==> src/rtl/mem_port_arbiter.sv <==
// Two-master round-robin arbiter for the shared 64-bit simulation memory data port.
// Grants one transaction per IDLE/RESP pair and returns a one-cycle response pulse per transaction.
module mem_port_arbiter #(
    parameter int ADDR_W = 12
) (
    input  logic        clk,
    input  logic        rst,

    input  logic        m0_req,
    input  logic        m0_we,
    input  logic [7:0]  m0_be,
    input  logic [63:0] m0_addr,
    input  logic [63:0] m0_wdata,
    output logic        m0_gnt,
    output logic        m0_rvalid,
    output logic [63:0] m0_rdata,
    output logic        m0_err,

    input  logic        m1_req,
    input  logic        m1_we,
    input  logic [7:0]  m1_be,
    input  logic [63:0] m1_addr,
    input  logic [63:0] m1_wdata,
    output logic        m1_gnt,
    output logic        m1_rvalid,
    output logic [63:0] m1_rdata,
    output logic        m1_err,

    output logic        mem_req_o,
    output logic        mem_we_o,
    output logic [7:0]  mem_be_o,
    output logic [63:0] mem_addr_o,
    output logic [63:0] mem_wdata_o,
    input  logic [63:0] mem_rdata_i,

    output logic        dbg_state_o
);

    // Handshake: mN_req acts as valid and mN_gnt as ready; a transfer happens on a cycle
    // where both are high, and the master holds req and payload stable until that cycle.
    typedef enum logic {
        ST_IDLE = 1'b0,
        ST_RESP = 1'b1
    } state_t;

    state_t      r_state;
    logic        r_prio;
    logic        r_winner;
    logic        r_err;
    logic [63:0] r_rdata;

    logic        w_idle;
    logic        w_resp;
    logic        w_win;
    logic        w_accept;
    logic        w_in_range;
    logic        w_we;
    logic [7:0]  w_be;
    logic [63:0] w_addr;
    logic [63:0] w_wdata;

    always_comb begin
        // Reset blanks every output in the same cycle, so a pending response is dropped.
        w_idle = (r_state == ST_IDLE) && !rst;
        w_resp = (r_state == ST_RESP) && !rst;
        if (m0_req && m1_req) begin
            w_win = r_prio;
        end else begin
            w_win = m1_req;
        end
        w_accept   = w_idle && (m0_req || m1_req);
        w_we       = w_win ? m1_we    : m0_we;
        w_be       = w_win ? m1_be    : m0_be;
        w_addr     = w_win ? m1_addr  : m0_addr;
        w_wdata    = w_win ? m1_wdata : m0_wdata;
        w_in_range = (w_addr[63:ADDR_W] == '0);
    end

    always_comb begin
        m0_gnt      = w_accept && !w_win;
        m1_gnt      = w_accept &&  w_win;
        mem_req_o   = w_accept && w_in_range;
        mem_we_o    = w_accept && w_we;
        mem_be_o    = w_accept ? w_be    : 8'h00;
        mem_addr_o  = w_accept ? w_addr  : 64'h0;
        mem_wdata_o = w_accept ? w_wdata : 64'h0;
    end

    always_comb begin
        m0_rvalid = w_resp && !r_winner;
        m1_rvalid = w_resp &&  r_winner;
        m0_rdata  = m0_rvalid ? r_rdata : 64'h0;
        m1_rdata  = m1_rvalid ? r_rdata : 64'h0;
        m0_err    = m0_rvalid && r_err;
        m1_err    = m1_rvalid && r_err;
    end

    assign dbg_state_o = (r_state == ST_RESP);

    always_ff @(posedge clk) begin
        if (rst) begin
            r_state  <= ST_IDLE;
            r_prio   <= 1'b0;
            r_winner <= 1'b0;
            r_err    <= 1'b0;
            r_rdata  <= 64'h0;
        end else begin
            case (r_state)
                ST_IDLE: begin
                    if (w_accept) begin
                        r_state  <= ST_RESP;
                        r_winner <= w_win;
                        r_err    <= !w_in_range;
                        r_rdata  <= (w_in_range && !w_we) ? mem_rdata_i : 64'h0;
                        // The loser gets priority next time, even if it was not asking.
                        r_prio   <= !w_win;
                    end
                end
                ST_RESP: begin
                    r_state <= ST_IDLE;
                end
                default: begin
                    r_state <= ST_IDLE;
                end
            endcase
        end
    end

endmodule

==> config.mk <==
export PLATFORM = sky130hd
export DESIGN_NAME = mem_port_arbiter
export DESIGN_NICKNAME = d
export VERILOG_FILES = /design/src/rtl/mem_port_arbiter.sv
export SDC_FILE = /design/constraint.sdc
export NUM_CORES = 1
export LEC_CHECK = 0
export CORE_AREA = 2 2 239 241
export CTS_BUF_LIST = sky130_fd_sc_hd__clkbuf_16
export CTS_CLUSTER_SIZE = 12
export DETAILED_ROUTE_END_ITERATION = 10
export DIE_AREA = 0 0 241 243
export GPL_ROUTABILITY_DRIVEN = 0
export SETUP_SLACK_MARGIN = 0.2
export SYNTH_ARGS = -nofsm -noshare
export SYNTH_HDL_FRONTEND = slang
export SYNTH_SLANG_ARGS = --single-unit
==> constraint.sdc <==
create_clock -name clk -period 3.9 [get_ports clk]
set_clock_uncertainty 0.2 [all_clocks]
set_input_delay 0.78 -clock clk [delete_from_list [all_inputs] [get_ports clk]]
set_output_delay 0.78 -clock clk [all_outputs]
set_load 0.01 [all_outputs]
==> run summary <==
The flow ran to the end, and the final reports show no timing, DRC or antenna violations. Counting along the longest clock path gives a buffer depth of 2. Number of flops mapped to enable cells by yosys: 0.

Global routing used 14.0% of the available tracks across all layers. Sequential cells burn 26.5% of the power. The period utilization works out to 95.8%.

For this run the aggregate overflow at the end of global routing stands at 0. The worst reg2reg path endpoint is r_rdata[29]. STA classifies the critical path startpoint as a primary input. The clock drives 68 sinks. CTS built an H-tree with a depth of 3.

The Yosys step of the flow raised 0 warnings. Entering global routing, the biggest net connects 67 pins. The HPWL after detailed placement is 35500 um.

The tools report the number of violations of the max-capacitance limit as 0. The startpoint-to-endpoint class of the critical path was primary input to primary output. The area inside the core boundary was 56000 um^2. The cell depth of the worst min-delay path was 2. Setup slack on the worst reg-to-reg path comes out at 1300 ps. Counting every net in the synthesized netlist gives 1121. For the pin with the worst max-slew slack, the measured transition is 797 ps. In this run the critical register-to-register path is launched from r_prio. Port buffering added 614 buffers.

For this block, the initial DRC count from the detailed router was 493. The minimum clock period works out to 3740 ps. Ranked by instance count, the synthesized netlist is headed by sky130_fd_sc_hd__nand2_1, sky130_fd_sc_hd__and2_1, sky130_fd_sc_hd__a22o_1.

Measured against its own limit, the worst slew margin works out to 46.9%. The number of top-level design ports was 615. STA classifies the critical path endpoint as a primary output. Of all flip-flops after synthesis, the portion carrying an async set or reset was 0%. Internal power comes to 1900 uW. The worst path meets setup with 164 ps of slack.

The run gives 0 as the count of pins over their slew limit. The run gives 19 as the number of antenna violations at the first check in global routing. The run gives 779 as the number of instances in the synthesized netlist. The critical path data required time is 2920 ps. Final hold analysis gives a worst-case slack of 262 ps.

TritonCTS built the clock tree. The net switching power of the design was 750 uW. The tools report the master cell of the clock root buffer as sky130_fd_sc_hd__clkbuf_16. In this run the horizontal extent of the chip is 241 um.

Summed over all failing endpoints, the final setup total negative slack is 0 ps. The biggest area contributor in the post-synthesis netlist is sky130_fd_sc_hd__dfxtp_1. Per report_power, the clock group accounts for 35.7% of the total. For the number of unique standard cell types used by synthesis, the log shows 35. After synthesis the cells add up to 5420 um^2. The share of final-layout standard cells stronger than drive strength 1 is 11.8%. The post-synthesis average cell area is 6.96 um^2. For the total iterations of the first detailed-routing run, the log shows 5. The total chip power is 2650 uW. Of all nets on the critical path, the largest fanout is 34.

Setup violations remaining at the end of the flow were counted as 0. The tools report the fmax as 268 MHz. For this configuration, the core starts out at a cell density of 9.69%.

Summed over its instances, the top area cell type makes up 25.1% of the synthesized netlist area. The worst hold path begins at r_rdata[63]. The detail route stage leaves a number of antenna-violating nets equal to 0. Tracing the worst setup path back leads to its startpoint at m0_req.

In the routed layout, each cell is associated on average with a via count of 3.91. The power per unit of standard cell area was 198 nW/um^2. VDD sags by at most 143 uV. The worst endpoint data arrival time is 2760 ps. Counting the fill cells in the layout gives 6168. Setup repair after global routing could not meet its margin everywhere. The first global-routing pass estimated 58700 um of wire. The via count of the first global-routing pass was 8254; the die footprint was 58600 um^2. The share of the Yosys chip area taken by registers is 25.1%. By area the synthesized netlist is led by sky130_fd_sc_hd__dfxtp_1, sky130_fd_sc_hd__and2_1, sky130_fd_sc_hd__a22o_1. The part of the power in combinational logic was 37.7%; the switching part of the total was 28.3%.

The most used flip-flop cell after synthesis is sky130_fd_sc_hd__dfxtp_1. The routed wire length was 43400 um; the area growth from synthesis to layout was 147%. In this run, synthesis produced a sequential element count of 68. Counting the buffers created by CTS gives 9.

In the routed design, unresolved DRC markers number 0. The vias after detailed routing was 8385; the cell depth of the worst flop-to-flop path was 7. The worst-case setup slack after placement is -112 ps.

By instance count, the leading cell after synthesis is sky130_fd_sc_hd__nand2_1. Reported leakage power: 0.00545 uW. Clock latency on the worst-skew pair, taken at its later pin, is 350 ps. The CTS clock-pin slew for the worst setup and hold paths is 60 ps, and the floorplan row count is 87.

For the hold violation total from the final report, the log shows 0. The worst hold path terminates at r_rdata[63]. Die height: 243 um. The classification of the worst-slack hold path is flip-flop to flip-flop. For the number of nets in the layout, the log shows 1719.

The detailed-route wire length per cell is 20.2 um.
==> logic make-up (layout without fill, tap and decap cells) <==
kind of cell	Yosys count	in the layout	share of synthesized area, %
AOI/OAI and AO/OA	207	207	28.8
buffers and inverters	81	684	6.83
DFF	68	68	25.1
muxes	1	1	0.185
other	0	8	0
and+or+nand+nor	422	422	39.1
==> layout make-up <==
type                    instances  area, um^2  area share, %
repair buffers                665        6900           51.5
multi-input cells             630        3810           28.5
flip-flops and latches         68        1360           10.2
well taps                     756         946           7.06
clock buffers                   9         225           1.68
clock inverters                 7         116          0.868
diodes                          8        20.0          0.149
inverters                       3        16.3          0.121
==> state kept, by name (all words and copies together), names as in the netlist <==
| signal | flops |
|---|---|
| r_rdata | 64 |
| r_err | 1 |
| r_prio | 1 |
| dbg_state_o | 1 |
| r_winner | 1 |
==> metal layers <==
metal / track usage (%) / share of wire (%) / vias up
met4: 6.05 / 3.3 / 18
li1: - / - / 3933
met1: 15.2 / 36 / 3861
met2: 24.5 / 51 / 505
met3: 4.81 / 9.8 / 68
met5: 0 / 0.26 / -
==> power groups by stage <==
stage	combinational, uW	sequential (uW)	clock (uW)
2_1_floorplan	260	716	0
3_5_place_dp	972	718	0
5_1_grt	1050	703	1020
4_1_cts	1000	703	998
6_report	1000	702	947
3_3_place_gp	964	718	0
==> worst max-delay path by stage <==
stage                            to  slack (ps)  depth (start not counted)
finish               mem_addr_o[22]         160                          8
global route         mem_addr_o[16]         100                          8
CTS                 mem_wdata_o[13]         130                          7
detailed placement  mem_wdata_o[13]        -110                          7
global placement          mem_req_o        -130                          7
floorplan           mem_wdata_o[24]         850                          7
==> cells in the final DEF, fill, tap and decap left out, drive strengths merged, types with 3 or more instances in the layout <==
master	Yosys	layout
clkbuf	56	23
nand3	66	66
inv	3	3
nand2	174	174
buf	22	57
nor4	21	21
bufinv	0	3
nor2	10	10
dfxtp	68	68
nand4	4	4
diode	0	8
o21ai	65	65
and2	131	131
a21oi	54	54
clkinv	0	4
dlygate4sd2	0	31
nor3	4	4
a22o	84	84
clkdlybuf4s50	0	522
dlymetal6s2s	0	39
==> stage by stage <==
step	area (um^2)	utilization, %	instances
final	13400	23.9	2146
after global routing	13400	23.9	2142
after CTS	13200	23.7	2134
after detailed placement	12700	22.7	2111
after global placement	12700	22.7	2111
after floorplan	5420	-	779
==> critical path, cell delays in order <==
cell and delay [ps]:
sky130_fd_sc_hd__clkdlybuf4s50_1 460, sky130_fd_sc_hd__buf_4 150, sky130_fd_sc_hd__nand2b_4 80, sky130_fd_sc_hd__nand2_2 150, sky130_fd_sc_hd__buf_12 220, sky130_fd_sc_hd__nand2_1 110, sky130_fd_sc_hd__a21oi_2 210, sky130_fd_sc_hd__clkdlybuf4s50_1 570
==> repair_timing <==
action                                  in CTS  in global routing
resized for setup                           63                 69
setup buffers                                2                  2
hold buffers                                 0                  0
pin swaps                                    2                  0
endpoints found under the setup margin     205                 85
gates cloned                                 5                  2
(Power assumes the default switching activity.)
